**src/rtl/maxpool_stream.sv**
```systemverilog
// Streaming 2x2 stride-2 pooling over a square IFM_SIZE x IFM_SIZE map in row-major order.
// Define MAXPOOL_AVG_MODE_EN to add the pool_mode port and average pooling alongside max pooling.
module maxpool_stream #(
  parameter int DATA_WIDTH = 32,
  parameter int IFM_SIZE   = 28
) (
  input  logic                  clk,
  input  logic                  reset,
  input  logic                  clear,
`ifdef MAXPOOL_AVG_MODE_EN
  input  logic                  pool_mode,
`endif
  input  logic                  in_valid,
  input  logic [DATA_WIDTH-1:0] in_data,
  output logic                  out_valid,
  output logic [DATA_WIDTH-1:0] out_data,
  output logic                  frame_done
);

`ifdef MAXPOOL_AVG_MODE_EN
  localparam int BUF_W = DATA_WIDTH + 1;
`else
  localparam int BUF_W = DATA_WIDTH;
`endif
  localparam int CNT_W = $clog2(IFM_SIZE);
  localparam int LB_N  = IFM_SIZE / 2;
  localparam int LB_AW = (LB_N > 1) ? $clog2(LB_N) : 1;
  localparam logic [CNT_W-1:0] LAST = CNT_W'(IFM_SIZE - 1);

  typedef enum logic {EVEN_ROW, ODD_ROW} state_t;

  function automatic logic signed [BUF_W-1:0] pool_max(
    input logic signed [BUF_W-1:0] a,
    input logic signed [BUF_W-1:0] b
  );
    return (a >= b) ? a : b;
  endfunction

`ifdef MAXPOOL_AVG_MODE_EN
  function automatic logic signed [DATA_WIDTH-1:0] pool_avg(
    input logic signed [BUF_W-1:0] a,
    input logic signed [BUF_W-1:0] b,
    input logic signed [BUF_W-1:0] c
  );
    logic signed [DATA_WIDTH+1:0] sum;
    sum = (DATA_WIDTH+2)'(a) + (DATA_WIDTH+2)'(b) + (DATA_WIDTH+2)'(c);
    return DATA_WIDTH'(sum >>> 2);
  endfunction
`endif

  state_t                    state_p0, state_d;
  logic [CNT_W-1:0]          col_p0, row_p0;
  logic signed [BUF_W-1:0]   pair_p0;
  logic signed [BUF_W-1:0]   line_buf_p0 [LB_N];
  logic [LB_AW-1:0]          lb_idx;
  logic signed [DATA_WIDTH-1:0] sample;
  logic signed [BUF_W-1:0]   sample_x, lb_rd, even_res;
  logic signed [DATA_WIDTH-1:0] odd_res;
  logic                      accept, col_last, row_last, emit;
  logic                      vld_p1, done_p1;
  logic [DATA_WIDTH-1:0]     data_p1;
`ifdef MAXPOOL_AVG_MODE_EN
  logic                      mode_p0;
`endif

  // A sample arriving with clear belongs to the abandoned map and is dropped.
  assign accept   = in_valid & ~clear;
  assign col_last = (col_p0 == LAST);
  assign row_last = (row_p0 == LAST);
  assign sample   = in_data;
  assign sample_x = BUF_W'(sample);
  assign lb_idx   = LB_AW'(col_p0 >> 1);
  assign lb_rd    = line_buf_p0[lb_idx];
  assign emit     = accept & (state_p0 == ODD_ROW) & col_p0[0];

  always_comb begin
    even_res = pool_max(pair_p0, sample_x);
    odd_res  = DATA_WIDTH'(pool_max(pool_max(lb_rd, pair_p0), sample_x));
`ifdef MAXPOOL_AVG_MODE_EN
    if (mode_p0) begin
      even_res = pair_p0 + sample_x;
      odd_res  = pool_avg(lb_rd, pair_p0, sample_x);
    end
`endif
  end

  always_comb begin
    state_d = state_p0;
    if (clear)
      state_d = EVEN_ROW;
    else if (accept && col_last)
      state_d = (state_p0 == EVEN_ROW) ? ODD_ROW : EVEN_ROW;
  end

  // Stage p0: position counters, row-parity state, pair register
  always_ff @(posedge clk or posedge reset) begin
    if (reset) begin
      state_p0 <= EVEN_ROW;
      col_p0   <= '0;
      row_p0   <= '0;
      pair_p0  <= '0;
`ifdef MAXPOOL_AVG_MODE_EN
      mode_p0  <= 1'b0;
`endif
    end else begin
      state_p0 <= state_d;
      if (clear) begin
        col_p0 <= '0;
        row_p0 <= '0;
      end else if (accept) begin
        if (col_last) begin
          col_p0 <= '0;
          row_p0 <= row_last ? '0 : row_p0 + 1'b1;
        end else begin
          col_p0 <= col_p0 + 1'b1;
        end
        if (!col_p0[0])
          pair_p0 <= sample_x;
`ifdef MAXPOOL_AVG_MODE_EN
        if (col_p0 == '0 && row_p0 == '0)
          mode_p0 <= pool_mode;
`endif
      end
    end
  end

  // Every entry is rewritten on an even row before the following odd row reads it.
  always_ff @(posedge clk) begin
    if (accept && state_p0 == EVEN_ROW && col_p0[0])
      line_buf_p0[lb_idx] <= even_res;
  end

  // Stage p1: registered result
  always_ff @(posedge clk or posedge reset) begin
    if (reset) begin
      vld_p1  <= 1'b0;
      done_p1 <= 1'b0;
      data_p1 <= '0;
    end else if (clear) begin
      vld_p1  <= 1'b0;
      done_p1 <= 1'b0;
    end else begin
      vld_p1  <= emit;
      done_p1 <= emit & row_last & col_last;
      if (emit)
        data_p1 <= odd_res;
    end
  end

  assign out_valid  = vld_p1;
  assign out_data   = data_p1;
  assign frame_done = done_p1;

endmodule

```
**config.mk**
```make
export PLATFORM = sky130hd
export DESIGN_NAME = maxpool_stream
export DESIGN_NICKNAME = d
export VERILOG_FILES = /design/src/rtl/maxpool_stream.sv
export SDC_FILE = /design/constraint.sdc
export NUM_CORES = 1
export LEC_CHECK = 0
export BUFFER_PORTS_ARGS = -buffer_cell sky130_fd_sc_hd__buf_2
export CORE_ASPECT_RATIO = 0.7
export CORE_UTILIZATION = 45
export CTS_BUF_LIST = sky130_fd_sc_hd__clkbuf_4
export DETAILED_ROUTE_END_ITERATION = 10
export PLACE_DENSITY = 0.63
export SLEW_MARGIN = 20
export SYNTH_ARGS = -nofsm -noshare
export SYNTH_HDL_FRONTEND = slang
export SYNTH_SLANG_ARGS = --single-unit
export TNS_END_PERCENT = 50
```
**constraint.sdc**
```tcl
create_clock -name clk -period 6.5 [get_ports clk]
set_input_delay 1.3 -clock clk [delete_from_list [all_inputs] [get_ports clk]]
set_output_delay 1.3 -clock clk [all_outputs]
set_load 0.02 [all_outputs]
```
Word level (Yosys, flattened, before mapping)
Memories as Yosys holds them, arrays and structs flattened.
Index checks and enable logic that the tools add are counted.
{ "totals": {"ff_bits": 77, "ram_bits": 448, "in_bits": 36, "out_inout_bits": 34, "word_cells": 49, "mem_count": 1} }
{ "mem_list": {"columns": ["memory", "words", "width", "read_ports", "rd_ports_with_merged_regs", "wr", "line", "text"], "rows": [
  ["line_buf_p0", 14, 32, 1, 0, 1, "54", "logic signed [BUF_W-1:0] line_buf_p0 [LB_N];"]
]} }
{ "op_classes": {"addsub": 2, "magnitude_cmp": 3, "eq_ne": 2, "n_mux": 17, "bitwise": 8, "reduce_logical": 9} }
{ "op_table": {"columns": ["op", "count"], "rows": [
  [">= comparator 32 bit", 3],
  ["two-way mux 32 bit", 3],
  ["two-way mux 5 bit", 7],
  ["adder 5 x 1 -> 5 bit (second input constant)", 2],
  ["equality test 5 bit (second input constant)", 2],
  ["two-way mux 1 bit", 7],
  ["nonzero test 2 bit", 3],
  ["AND 1 bit", 5],
  ["AND reduction 2 bit", 2],
  ["logical AND 1 bit", 3],
  ["NOT 1 bit", 3],
  ["AND reduction 3 bit", 1]
]} }

Logic depth before layout (Yosys ltp)
{ "depth": {"ltp_word": 7, "depth_mapped": 25, "mapped_depth_nobuf": 19} }

Least setup slack after synthesis
Ideal clock, no wire load.
{ "synth_path": {"kind": "register to register", "start": "register col_p0[1]", "end": "register data_p1[10], in the netlist out_data[10]", "t_arrival_ps": 6132, "slack_ps": 276, "path_stages_with_launch": 26, "n_path_buf": 6, "synth_period_minus_slack_ps": 6224, "path_cell_list": "dfrtp_1 clkbuf_1 buf_2 buf_2 mux4_2 o22ai_1 a21oi_1 ha_1 nand4_1 or3_1 a221o_1 a311o_1 a21boi_4 buf_12 mux2i_1 inv_1 ha_1 a21oi_1 nand2_1 a221o_1 o31a_1 o31a_1 and2_0 clkbuf_1 buf_2 o31ai_2"} }
{ "synth_between": {"elab_chain_len": 5} }
{ "synth_lines": {"columns": ["element", "line", "text"], "rows": [
  ["start, declared", "52", "logic [CNT_W-1:0] col_p0, row_p0;"],
  ["start signal, assigned", "115", "col_p0 <= col_p0 + 1'b1;"],
  ["memory (14 x 32 bit) (*)", null, null],
  [">= comparator 32 bit", "36", "return (a >= b) ? a : b;"],
  ["two-way mux 32 bit (*)", "36", null],
  [">= comparator 32 bit", "36", null],
  ["two-way mux 32 bit (*)", "36", null],
  ["end signal, assigned", "146", "data_p1 <= odd_res;"],
  ["end, declared", "61", "logic [DATA_WIDTH-1:0] data_p1;"]
]} }
Mark *: on every way between the ends. The rest lies on a longest branch, timed or not.
A chain may end at the register's enable or synchronous reset.

Worst setup path after layout
{ "layout_path": {"start": "register col_p0[1]", "end": "register data_p1[17], in the netlist out_data[17]"} }
The elaborated chain is that of the path after synthesis.

==> results.toml <==
[finish]
layout.cells.non_filler = 2683
layout.nets = 1998
drive_above_1_share = 0.345
syn2layout_area_growth_pct = 18.9
fillers = 4229

[synth]
synth_nets = 1752
ys_warn_count = 0
synth-edff-count = 448
syn_area_um2 = 24300
synthArstFlopShare = 0.147
avgSynthCellArea_um2 = 15.0
synth_flop_cell = "edfxtp_1"
netlist_instances = 1618
yosysSeqAreaShare = 0.634
ys_ff_latch = 525
synth.distinct_cells = 57

[die]
die_w_um = 280
dieArea_um2 = 54900
rows = 70
initial_core_util = 0.460
pin_count = 70
die_h_um = 196
core_um2 = 52700

[power]
power_leakage_nw = 10.5
peakVddDrop_v = 0.000141
power.density_nw_per_um2 = 290
p_total_mw = 8.38

[placed_design]
routabilityCongestion = 0.896
io_buffers = 69
dp.cells = 2398
hpwl_um = 41300

[global_routing]
grt_max_degree = 66
antenna_found_initial = 2
track_usage = 0.240
grt_pass1_wl_um = 96500
gr-total-overflow = 0
grt_pass1_vias = 14945

[worst_setup_path]
regToRegSetupSlack_ps = 80
reg2reg_from = "col_p0[1]$_DFFE_PP0P_"
cp_slowest_cell = "mux4_2"
cp.required_ps = 7250
reg2regPathDepth = 26
path_max_fanout = 16
timing.rr.end = "out_data[17]$_DFFE_PP0P_"
slowest_delay_ps = 520
crit_path_start_kind = "register"
cp.arrival_ps = 7170
cp-end-kind = "register"
path_common_cell = "buf_4"
worstSetupPathType = "register to register"

[clock_tree]
clock-root-buffer = "clkbuf_4"
insertion_delay_ps = 920
cts_sinks = 525
clockBufferDepth = 3
cts_buffers = 120
cts_max_level = 3
cts_tree = "built"
cts.clk_slew.worst_paths_ps = 80

[sta]
worst_pin_slew_ps = 1310
hold_viol_final = 0
fin_crit_ps = 6420
fmax_mhz = 156
maxSlewViolCount = 0
setup_viol = 0
slew_headroom = 0.122
rsz0062_at_grt = "true"
finalClockSkew_ps = 52.9
fin_crit_sh = 0.988

[run]
maxCapViolCount = 0

[routing]
num_vias = 15743
drt_iter0_drc = 1817
drt-total-wl_um = 67100
wire_per_inst_um = 25.0
drt_pass1_iterations = 5
drcViolationCount = 0
drtAntennaViolNets = 0
via_per_inst = 5.87

[worst_hold_path]
hp-class = "primary input to async pin"

[status]
status = "completed"
[cells in the mapped netlist, drive strengths merged (2+ instances only)]
cell type / number / area [µm²]
mux2i: 64 / 641
clkbuf: 72 / 270
nand3: 45 / 225
a221oi: 2 / 17.5
o21a: 2 / 15.0
and4: 3 / 26.3
mux4: 96 / 2160
o22ai: 32 / 200
a21oi: 62 / 310
xor2: 3 / 26.3
o21bai: 4 / 30.0
nand2b: 5 / 31.3
nor3: 36 / 180
inv: 101 / 379
buf: 29 / 181
o211ai: 67 / 503
edfxtp: 448 / 13500
a211oi: 2 / 15.0
a41oi: 32 / 280
nor2: 33 / 124
o31a: 2 / 17.5
o31ai: 32 / 390
nand4b: 2 / 17.5
nand4: 14 / 87.6
o21ai: 51 / 255
mux2: 33 / 372
or3: 2 / 12.5
and3: 4 / 25.0
a221o: 3 / 30.0
a21boi: 2 / 26.3
nand2: 93 / 349
nor3b: 3 / 22.5
dfrtp: 77 / 1930
a31oi: 3 / 18.8
ha: 98 / 1230
and2: 34 / 213
a21o: 15 / 113
[how the worst max path moves through the flow]
stage,start,to,slack (ps),cells past startpoint
floorplan,col_p0[1]$_DFFE_PP0P_,out_data[10]$_DFFE_PP0P_,280,25
global placement,col_p0[1]$_DFFE_PP0P_,out_data[20]$_DFFE_PP0P_,-10,23
detailed placement,col_p0[1]$_DFFE_PP0P_,out_data[20]$_DFFE_PP0P_,-160,23
CTS,col_p0[1]$_DFFE_PP0P_,out_data[20]$_DFFE_PP0P_,30,22
global route,col_p0[1]$_DFFE_PP0P_,out_data[0]$_DFFE_PP0P_,-90,26
finish,col_p0[1]$_DFFE_PP0P_,out_data[17]$_DFFE_PP0P_,80,26
[state kept, by name, summed over array words and instances (netlist names)]
name	cells
out_valid	1
line_buf_p0	448
row_p0	5
state_p0	1
frame_done	1
pair_p0	32
col_p0	5
out_data	32
[logic make-up after synthesis]
| family | after synthesis | share of synthesized area |
|---|---|---|
| flip-flops | 525 | 0.634 |
| AO/OA/AOI/OAI | 317 | 0.0938 |
| AND/OR/NAND/NOR | 279 | 0.0556 |
| buffers and inverters | 203 | 0.0344 |
| multiplexers | 193 | 0.131 |
| adder cells (fa/ha/maj) | 98 | 0.0505 |
| XOR/XNOR | 3 | 0.00108 |
[area by class of cell]
cell class | count | area, µm² | area share
clock inverters | 34 | 161 | 0.00559
diodes | 6 | 15.0 | 0.000520
clock buffers | 181 | 1360 | 0.0471
inverters | 102 | 384 | 0.0133
flip-flops and latches | 525 | 15400 | 0.533
repair buffers | 225 | 1890 | 0.0655
multi-input cells | 890 | 8760 | 0.303
well taps | 720 | 901 | 0.0312
[worst max-delay path, delay by kind of cell, from the launching register on]
family	cells	cell delay (ps)
buffers and inverters	8	1220
adder cells (fa/ha/maj)	2	600
AND/OR/NAND/NOR	4	730
AO/OA/AOI/OAI	9	2140
flip-flops	1	490
multiplexers	3	1040
[routing by layer]
metal / global-route usage / share of wire / vias up
met5: 0 / 0 / -
met4: 0.0542 / 0.014 / 0
met3: 0.0655 / 0.097 / 93
met2: 0.323 / 0.42 / 727
met1: 0.381 / 0.47 / 7985
li1: - / - / 6938
[power by group]
part           switching, mW  internal [mW]
clock                   1.31           1.27
sequential            0.0584           3.94
combinational           1.10          0.700
[placed cells by master, fill, tap and decap left out, types with 48 or more instances in the layout]
cell type	n
o21ai_0	48
buf_2	69
ha_1	94
nand2_1	92
clkbuf_4	189
edfxtp_1	448
mux4_2	96
buf_4	121
o211ai_1	67
inv_1	99
dfrtp_1	74
[through the flow]
step	hold slack [ps]	setup WS [ps]	TNS [ps]	area, µm²	utilization
after floorplan	487	276	0	24300	-
after global placement	517	-12.6	-12.6	26100	0.494
after detailed placement	518	-155	-3970	26100	0.495
after CTS	386	30.3	0	27600	0.524
after global routing	379	-89.5	-1830	28900	0.547
final	429	79.1	0	28900	0.547
[repair_timing]
action,in CTS,in global routing
hold buffers,0,0
cloned,0,8
pin swaps,0,48
setup endpoints to repair,32,32
buffers inserted,0,46
resized for setup,5,101
Note: power is estimated with default switching activity, not from simulation.
